$ cat config.mk
export PLATFORM = sky130hd
export DESIGN_NAME = instr_mem_prog
export DESIGN_NICKNAME = d
export VERILOG_FILES = /design/src/rtl/instr_mem_prog.sv
export SDC_FILE = /design/constraint.sdc
export NUM_CORES = 2
export LEC_CHECK = 0
export CORE_MARGIN = 1.5
export CORE_UTILIZATION = 61
export CTS_BUF_LIST = sky130_fd_sc_hd__clkbuf_4
export DETAILED_ROUTE_END_ITERATION = 10
export PLACE_DENSITY_LB_ADDON = 0.1
export SLEW_MARGIN = 10
export SYNTH_ARGS = -nofsm -noshare
export SYNTH_HDL_FRONTEND = slang
export SYNTH_SLANG_ARGS = --single-unit
$ cat constraint.sdc
create_clock -name clk -period 7.3 [get_ports clk]
set_input_delay 1.825 -clock clk [delete_from_list [all_inputs] [get_ports clk]]
set_output_delay 1.825 -clock clk [all_outputs]
set_load 0.02 [all_outputs]
$ cat src/rtl/instr_mem_prog.sv
// Word-organised instruction memory with NOP-fill initialiser, runtime program-load port
// and a registered fetch port with stall hold and fault reporting.
module instr_mem_prog #(
   parameter int unsigned DEPTH_WORDS = 64,
   parameter logic [31:0] NOP_WORD    = 32'h00000013,
   parameter logic [31:0] RESET_PC    = 32'h00000000
) (
   input  logic                           clk,
   input  logic                           reset,
   input  logic                           clear_req,
   output logic                           init_done,
   input  logic                           prog_en,
   input  logic                           prog_valid,
   output logic                           prog_ready,
   input  logic [$clog2(DEPTH_WORDS)-1:0] prog_addr,
   input  logic [31:0]                    prog_data,
   input  logic                           fetch_req,
   input  logic [31:0]                    fetch_pc,
   input  logic                           fetch_stall,
   output logic                           fetch_valid,
   output logic [31:0]                    fetch_instr,
   output logic                           fetch_fault
);

   localparam int unsigned ADDR_W = $clog2(DEPTH_WORDS);
   localparam logic [ADDR_W-1:0] LAST_IDX = ADDR_W'(DEPTH_WORDS - 1);

   localparam logic [1:0] ST_INIT = 2'd0;
   localparam logic [1:0] ST_RUN  = 2'd1;
   localparam logic [1:0] ST_LOAD = 2'd2;

   if (DEPTH_WORDS < 4 || (DEPTH_WORDS & (DEPTH_WORDS - 1)) != 0 ||
       RESET_PC[1:0] != 2'b00) begin : g_param_check
      $error("instr_mem_prog: DEPTH_WORDS must be a power of two >= 4, RESET_PC word aligned");
   end

   logic [1:0]        state_q, state_d;
   logic [ADDR_W-1:0] cnt_q, cnt_d;
   logic              mem_we;
   logic [ADDR_W-1:0] mem_waddr;
   logic [31:0]       mem_wdata;
   logic [31:0]       mem [DEPTH_WORDS];

   logic              valid_q, valid_d;
   logic              fault_q, fault_d;
   logic [31:0]       instr_q, instr_d;
   logic              pc_fault;
   logic [ADDR_W-1:0] pc_idx;

   assign init_done  = (state_q == ST_RUN) || (state_q == ST_LOAD);
   assign prog_ready = (state_q == ST_LOAD) && prog_en;

   always_comb begin
      state_d   = state_q;
      cnt_d     = cnt_q;
      mem_we    = 1'b0;
      mem_waddr = cnt_q;
      mem_wdata = NOP_WORD;
      case (state_q)
         ST_INIT: begin
            mem_we = 1'b1;
            cnt_d  = cnt_q + 1'b1;
            if (cnt_q == LAST_IDX) begin
               state_d = ST_RUN;
               cnt_d   = '0;
            end
         end
         ST_RUN: begin
            if (clear_req) begin
               state_d = ST_INIT;
            end else if (prog_en) begin
               state_d = ST_LOAD;
            end
         end
         ST_LOAD: begin
            if (prog_valid && prog_ready) begin
               mem_we    = 1'b1;
               mem_waddr = prog_addr;
               mem_wdata = prog_data;
            end
            if (!prog_en) begin
               state_d = ST_RUN;
            end
         end
         default: state_d = ST_INIT;
      endcase
   end

   always_ff @(posedge clk or negedge reset) begin
      if (!reset) begin
         state_q <= ST_INIT;
         cnt_q   <= '0;
      end else begin
         state_q <= state_d;
         cnt_q   <= cnt_d;
      end
   end

   // No reset term so the array maps to RAM; writes are suppressed while reset is held.
   always_ff @(posedge clk) begin
      if (mem_we && reset) begin
         mem[mem_waddr] <= mem_wdata;
      end
   end

   assign pc_fault = (fetch_pc[1:0] != 2'b00) || (|fetch_pc[31:ADDR_W+2]);
   assign pc_idx   = fetch_pc[ADDR_W+1:2];

   always_comb begin
      valid_d = valid_q;
      fault_d = fault_q;
      instr_d = instr_q;
      // Leaving RUN (or not in it) clears valid/fault even under stall.
      if (state_q != ST_RUN || state_d != ST_RUN) begin
         valid_d = 1'b0;
         fault_d = 1'b0;
      end else if (!fetch_stall) begin
         if (fetch_req) begin
            valid_d = 1'b1;
            fault_d = pc_fault;
            instr_d = pc_fault ? NOP_WORD : mem[pc_idx];
         end else begin
            valid_d = 1'b0;
            fault_d = 1'b0;
         end
      end
   end

   always_ff @(posedge clk or negedge reset) begin
      if (!reset) begin
         valid_q <= 1'b0;
         fault_q <= 1'b0;
         instr_q <= NOP_WORD;
      end else begin
         valid_q <= valid_d;
         fault_q <= fault_d;
         instr_q <= instr_d;
      end
   end

   assign fetch_valid = valid_q;
   assign fetch_fault = fault_q;
   assign fetch_instr = instr_q;

endmodule
==> impl_metrics.env <==
export IMPL_clock_skew_ns=0.104
export IMPL_grt_overflow=0
export IMPL_insertion_delay_ns=1.33
export IMPL_setup_violations=0
export IMPL_ioPinCount=113
export IMPL_critPathCaptureType="output port"
export IMPL_hold_path_startpoint="fetch_instr[4]"
export IMPL_mostFrequentLayoutCells="edfxtp_1 (2048), clkbuf_4 (766), mux4_2 (524)"
export IMPL_yosys_warnings=0
export IMPL_place_area_um2=84500
export IMPL_start_util_pct=61.4
export IMPL_critical_path_class="in -> out"
export IMPL_antenna_found_initial=7
export IMPL_fin_crit_sh_pct=68.5
export IMPL_ys_types=69
export IMPL_final_common_cell="edfxtp_1"
export IMPL_drtIter0Drc=5477
export IMPL_maxCapViolCount=0
export IMPL_die_width_um=367
export IMPL_wl_met3_um=22800
export IMPL_r2r_start="state_q[0]"
export IMPL_core_area_um2=131000
export IMPL_multi_input_area_um2=17600
export IMPL_power_density_nw_per_um2=254
export IMPL_die_y_um=367
export IMPL_drv_slew=0
export IMPL_gr_usage_all_layers_pct=31.8
export IMPL_routed_wl_met2_um=101000
export IMPL_rsz0062_at_grt="no"
export IMPL_min_to="fetch_instr[4]"
export IMPL_clockBufferDepth=4
export IMPL_drt_pass1_iter_count=6
export IMPL_leakage_nw=25.9
export IMPL_drc=0
export IMPL_cts_tree="done"
export IMPL_post_cts_buffers=0
export IMPL_syn_nets=3672
export IMPL_cp_startpoint="prog_en"
export IMPL_synth_async_sr_flop_share_pct=2.01
export IMPL_synthToLayoutAreaGrowth_pct=13.2
export IMPL_drt_vias_per_instance=6.63
export IMPL_m1WireLength_um=77500
export IMPL_status="completed"
export IMPL_required_ns=5.48
export IMPL_cp_start_kind="input pin"
export IMPL_max_freq_mhz=200
export IMPL_ir_drop_mv=0.192
export IMPL_ctsHoldBuffers=0
export IMPL_layout_drive_gt1_share_pct=35.6
export IMPL_vias=41700
export IMPL_rrSetupSlack_ns=2.90
export IMPL_cts_resized=0
export IMPL_seq_area_frac_synth_pct=77.5
export IMPL_nNetsFinal=4255
export IMPL_ctsHtreeMaxLevel=6
export IMPL_synth_top_cell_by_area="edfxtp_1"
export IMPL_worstReg2RegEnd="mem[39][10]"
export IMPL_ff2ff_path_depth=8
export IMPL_netlist_area_um2=80800
export IMPL_grt_max_degree=73
export IMPL_grt_pass1_vias=43100
export IMPL_path_max_fanout=6
export IMPL_wirelength_um=209000
export IMPL_critPathArrivalTime_ns=3.18
export IMPL_fillers=8141
export IMPL_design_area_um2=91400
export IMPL_ys_seq_elements=2090
export IMPL_highest_layer="met5"
export IMPL_finalHoldViolCount=0
export IMPL_seq_area_um2=62600
export IMPL_grt_pass1_wl_um=300000
export IMPL_wl_per_cell_um=33.2
export IMPL_die_area_um2=135000
export IMPL_numCtsBuffers=537
export IMPL_synth_area_leaders="edfxtp_1 (76%), mux4_2 (15%), mux2i_1 (1.5%)"
export IMPL_finalCriticalPeriod_ns=5.00
export IMPL_postSynthAreaPerCell_um2=22.5
export IMPL_tightest_slew_ns=1.30
export IMPL_clock_root_buffer="clkbuf_4"
export IMPL_syn_inst=3590
export IMPL_synth_top_cell_area_share_pct=76.1
export IMPL_placementRows=133
export IMPL_ant_nets=0
export IMPL_slew_headroom_pct=13.4
export IMPL_path_clk_slew_ns=0.07
export IMPL_dp_hpwl_um=124000
export IMPL_final_setup_tns_ns=0
export IMPL_hold_depth=1
export IMPL_ys_flop_type="edfxtp_1"
export IMPL_gp_congestion=0.960
export IMPL_cts_sinks=2090
export IMPL_synth_edf_count=2048
export IMPL_io_buffer_count=112
export IMPL_hp_class="reg -> reg"
-- kinds of logic after synthesis --
kind of cell | Yosys count | share of synthesized area (%)
flip-flops | 2090 | 77.5
buffers and inverters | 202 | 1.43
XOR/XNOR | 2 | 0.0217
adder cells (fa/ha/maj) | 5 | 0.0775
AO/OA/AOI/OAI | 271 | 2.37
AND/OR/NAND/NOR | 333 | 1.94
multiplexers | 687 | 16.7
-- area by class of cell --
cell class / instances / area share (%)
Antenna cell: 5 / 0.0137
Multi-Input combinational cell: 1298 / 19.3
Tap cell: 1755 / 2.40
Inverter: 9 / 0.0370
Timing Repair Buffer: 237 / 2.89
Clock buffer: 766 / 6.29
Clock inverter: 126 / 0.695
Sequential cell: 2090 / 68.4
-- stage by stage --
step / utilization [%] / instances / setup slack, ns / total power, mW / hold WS [ns]
global placement: 64.2 / 5360 / 1.40 / 14.0 / 0.523
finish: 69.5 / 6286 / 2.30 / 23.2 / 0.549
floorplan: - / 3590 / 2.42 / 13.7 / 0.495
global route: 69.5 / 6285 / 2.24 / 24.0 / 0.556
CTS: 69.1 / 6256 / 2.31 / 23.3 / 0.544
detailed placement: 64.3 / 5364 / 1.30 / 14.0 / 0.529
-- routing by layer --
layer,GRT usage (%),up-vias
li1,-,16800
met1,44.5,21700
met2,49.0,2799
met3,7.37,400
met4,13.6,2
met5,0,-
-- sequential cells by signal, summed over array words and instances (netlist names) --
| register | flops |
|---|---|
| fetch_instr | 32 |
| state_q | 2 |
| cnt_q | 6 |
| fetch_fault | 1 |
| fetch_valid | 1 |
| mem | 2048 |
-- report_power, final --
group | switching, mW | leakage (nW) | internal, mW | total [mW]
sequential | 0.000232 | 16.1 | 13.0 | 13.0
combinational | 0.442 | 5.96 | 0.300 | 0.741
clock | 4.50 | 3.85 | 4.98 | 9.48
total | 4.94 | 25.9 | 18.2 | 23.2
-- critical path: stages --
cell and delay [ns]:
clkdlybuf4s50_1 0.55, and2_1 0.18, clkdlybuf4s50_1 0.62
-- cells in the mapped netlist (4+ instances only) --
library cell     n
a211oi_1        15
a21oi_1         47
a221o_1          5
a221oi_1        23
a22o_1          18
a22oi_1         29
a31oi_1          5
a32o_1          11
and2_1          38
and3_1           4
buf_1           12
buf_2           71
buf_4           27
buf_6           27
clkbuf_1        55
dfrtp_1         39
edfxtp_1      2048
ha_1             5
inv_1            8
mux2_2          45
mux2i_1        118
mux4_2         524
nand2_1        107
nand2b_1        16
nand3_1         17
nand3b_1         4
nand4_1         10
nor2_1          96
nor2b_1         15
nor3_1           8
nor4_1           6
o211ai_1         4
o21a_1           4
o21ai_0         33
o21ai_1         16
o221ai_1        10
o22ai_1         13
o31ai_1          7
-- worst max-delay path by stage --
| stage | slack (ns) | depth (start not counted) | endpoint |
|---|---|---|---|
| finish | 2.30 | 3 | prog_ready |
| global route | 2.24 | 3 | prog_ready |
| CTS | 2.31 | 3 | prog_ready |
| detailed placement | 1.30 | 7 | mem[6][0] |
| global placement | 1.40 | 7 | mem[5][14] |
| floorplan | 2.42 | 7 | mem[45][0] |
No activity file was read; power rests on OpenSTA's default activity.
